<file path="config.mk">
export PLATFORM = sky130hd
export DESIGN_NAME = sync_fifo
export DESIGN_NICKNAME = d
export VERILOG_FILES = /design/src/rtl/sync_fifo.sv
export SDC_FILE = /design/constraint.sdc
export NUM_CORES = 1
export LEC_CHECK = 0
export BUFFER_PORTS_ARGS = -buffer_cell sky130_fd_sc_hd__buf_2
export CORE_MARGIN = 2
export CORE_UTILIZATION = 60
export CTS_CLUSTER_DIAMETER = 120
export CTS_CLUSTER_SIZE = 24
export DETAILED_ROUTE_END_ITERATION = 16
export PLACE_DENSITY_LB_ADDON = 0.2
export SLEW_MARGIN = 20
export SYNTH_ARGS = -nofsm -noshare
export SYNTH_HDL_FRONTEND = slang
export SYNTH_SLANG_ARGS = --single-unit
</file>
<file path="constraint.sdc">
create_clock -name clk -period 6.8 [get_ports clk]
set_input_delay 0 -clock clk [delete_from_list [all_inputs] [get_ports clk]]
set_output_delay 0 -clock clk [all_outputs]
set_load 0.02 [all_outputs]
</file>
<file path="src/rtl/sync_fifo.sv">
// Single-clock FIFO with registered read data, occupancy flags and
// one-cycle overflow/underflow/valid pulses.
module sync_fifo #(
    parameter int DATA_WIDTH = 8,
    parameter int DEPTH      = 32,
    parameter int RAM_DEPTH  = 32
) (
    input  logic                  clk,
    input  logic                  rst,
    input  logic                  wr_en,
    input  logic                  rd_en,
    input  logic [DATA_WIDTH-1:0] data_in,
    output logic [DATA_WIDTH-1:0] data_out,
    output logic                  empty,
    output logic                  full,
    output logic                  almost_empty,
    output logic                  almost_full,
    output logic                  overflow,
    output logic                  underflow,
    output logic                  valid,
    output logic [DEPTH:0]        fifo_count
);

    localparam int AW = $clog2(RAM_DEPTH);
    localparam int CW = $clog2(DEPTH) + 1;

    logic [DATA_WIDTH-1:0] mem [RAM_DEPTH];
    logic [AW-1:0]         wr_ptr;
    logic [AW-1:0]         rd_ptr;
    logic [CW-1:0]         count;
    logic                  wr_acc;
    logic                  rd_acc;

    // A full FIFO can still take a write when a read frees a slot on the same edge.
    assign wr_acc = wr_en && (!full || rd_en);
    assign rd_acc = rd_en && !empty;

    assign empty        = (count == '0);
    assign full         = (count == CW'(DEPTH));
    assign almost_empty = (count == CW'(1));
    assign almost_full  = (count == CW'(DEPTH - 1));
    assign fifo_count   = {{(DEPTH + 1 - CW){1'b0}}, count};

    always_ff @(posedge clk) begin
        if (wr_acc && !rst) begin
            mem[wr_ptr] <= data_in;
        end
    end

    always_ff @(posedge clk) begin
        if (rst) begin
            wr_ptr    <= '0;
            rd_ptr    <= '0;
            count     <= '0;
            data_out  <= '0;
            valid     <= 1'b0;
            overflow  <= 1'b0;
            underflow <= 1'b0;
        end else begin
            overflow  <= wr_en && full && !rd_en;
            underflow <= rd_en && empty;
            valid     <= rd_acc;
            if (wr_acc) begin
                wr_ptr <= wr_ptr + AW'(1);
            end
            if (rd_acc) begin
                rd_ptr   <= rd_ptr + AW'(1);
                data_out <= mem[rd_ptr];
            end
            if (wr_acc && !rd_acc) begin
                count <= count + CW'(1);
            end else if (rd_acc && !wr_acc) begin
                count <= count - CW'(1);
            end
        end
    end

endmodule

</file>
==> out/metrics.csv <==
metric;value;unit
worst_clock_skew;0.0126;ns
dr.pass1.iters;6;
htree_num_levels;1;
max_freq;0.308;GHz
crit_arrival;3.61;ns
total_power;0.00376;W
tightest_slew;0.922;ns
grt_pass1_wl;33800;µm
die_h;142;µm
place.gp.congestion;0.797;
dp_hpwl;13600;µm
grt_pass1_vias;5717;
wl_met1;9790;µm
syn_avg_cell_area;17.2;µm²
via_per_inst;6.28;
dr.max_layer_used;met4;
cts_hold_buf;4;
ys_seq_elements;283;
wire_per_inst;23.9;µm
antenna_cells;0;
synth_cell_types;47;
vdd_ir_drop_max;0.238;mV
mostFrequentLayoutCell;edfxtp_1;
synth-edff-count;256;
root_buffer;clkbuf_16;
grt_max_degree;57;
cts_buffers;15;
min_period;3.25;ns
hp-class;primary input to register;
setup.worst_path.start_class;register;
clkSlewWorstSetupHoldPaths;0.09;ns
wirelength;22100;µm
drc_errors;0;
io_buffers;32;
dpl_worst_slack;3.59;ns
antenna_found_initial;0;
vias;5793;
ys_warn_count;0;
area_growth;5.95;%
netlist_area;11400;µm²
core_area;18600;µm²
rows;50;
wl_met3;1640;µm
grt_remaining_overflow;0;
hold_viol_final;0;
slew_violations;0;
ios;60;
cts_resized;0;
endpoint_kind;register;
status;completed;
cap_viol_max_count;0;
clock_sinks;283;
rsz0062_at_grt;false;
syn_inst;662;
crit_required;7.16;ns
fin_setup_tns;0;ns
power_density;312;nW/µm²
p_leak;3.79;nW
dr_wl_met2;10200;µm
crit_type;register to register;
synth_top_flop_cell;edfxtp_1;
finalCritPeriodShare;0.478;
finalSetupViolCount;0;
post_cts_buffers;0;
crit_fanout;8;
start_util;0.610;
drtAntennaViolNets;0;
synthArstFlopShare;0;
track_usage;0.226;
die_x;142;µm
cts_buffer_depth;3;
drt_iter0_markers;635;
drive_above_1_share;0.164;
seq_area_frac_synth;0.723;
cts_tree;done;
fin_nets;703;
clock_latency;0.48;ns
final_cell_mix;256 x edfxtp_1, 63 x nor2_1, 40 x mux4_2;
dieArea;20100;µm²
relSlewSlack;0.385;
setup_ws;3.55;ns
==> sequential cells by signal (all words and copies together), names as in the netlist <==
signal / cells
count: 6
data_out: 8
mem: 256
overflow: 1
rd_ptr: 5
underflow: 1
valid: 1
wr_ptr: 5
==> Yosys cell counts (all sizes together), types with 10 or more instances <==
library cell,number,area share
buf,44,0.025
edfxtp,256,0.68
mux4,40,0.079
nor2,63,0.021
mux2i,35,0.031
clkbuf,19,0.0063
dfxtp,27,0.048
mux2,16,0.016
nand2,18,0.0059
ha,10,0.011
o21ai,14,0.0065
nand3,13,0.0057
==> logic make-up after synthesis <==
kind of cell / Yosys count / synth area share
buf+inv: 70 / 0.0338
simple gates: 131 / 0.0554
other cells: 1 / 0.000330
xor+xnor: 10 / 0.00770
flops: 283 / 0.723
mux: 91 / 0.126
compound gates: 66 / 0.0427
fa+ha+maj: 10 / 0.0110
==> worst max-delay path, cell delays in order, from the launching register on <==
cell and delay (ns):
dfxtp_1 0.39, inv_1 0.12, ha_1 0.17, or4b_1 0.60
o31ai_2 0.43, inv_1 0.09, ha_1 0.32, or4_1 0.46
a221oi_1 0.36, xnor2_1 0.16, nor2_1 0.05
==> power by group <==
part	switching (W)	internal [W]
clock	0.000501	0.000419
sequential	0.0000626	0.00195
combinational	0.000483	0.000350
total	0.00105	0.00272
==> per-stage QoR <==
stage | cells | utilization | hold WS (ns) | area [µm²]
floorplan | 688 | - | 0.0784 | 11500
global placement | 894 | 0.622 | 0.294 | 11600
detailed placement | 894 | 0.622 | 0.304 | 11600
CTS | 923 | 0.647 | 0.0929 | 12100
global route | 923 | 0.647 | 0.0981 | 12100
finish | 923 | 0.647 | 0.0865 | 12100
==> path summary, 6_finish.rpt <==
kind,slack [ns],cells past startpoint,start,endpoint
max,3.55,10,count[0],count[5]
min,0.09,1,data_in[3],mem[13][3]
max reg2reg,3.55,10,count[0],count[5]
min reg2reg,0.47,1,data_out[6],data_out[6]
==> layer usage <==
layer  vias to the layer above  global-route usage
li1                       2575                   -
met1                      2940               0.346
met2                       242               0.353
met3                        36              0.0324
met4                         0              0.0511
met5                         -                   0
==> layout make-up <==
type,count,area (µm²)
repair buffers,39,223
flip-flops and latches,283,8230
clock buffers,24,409
fillers,1275,6590
well taps,234,293
multi-input cells,335,2860
inverters,7,26.3
clock inverters,1,7.51
Power figures use the tool's default switching activity.
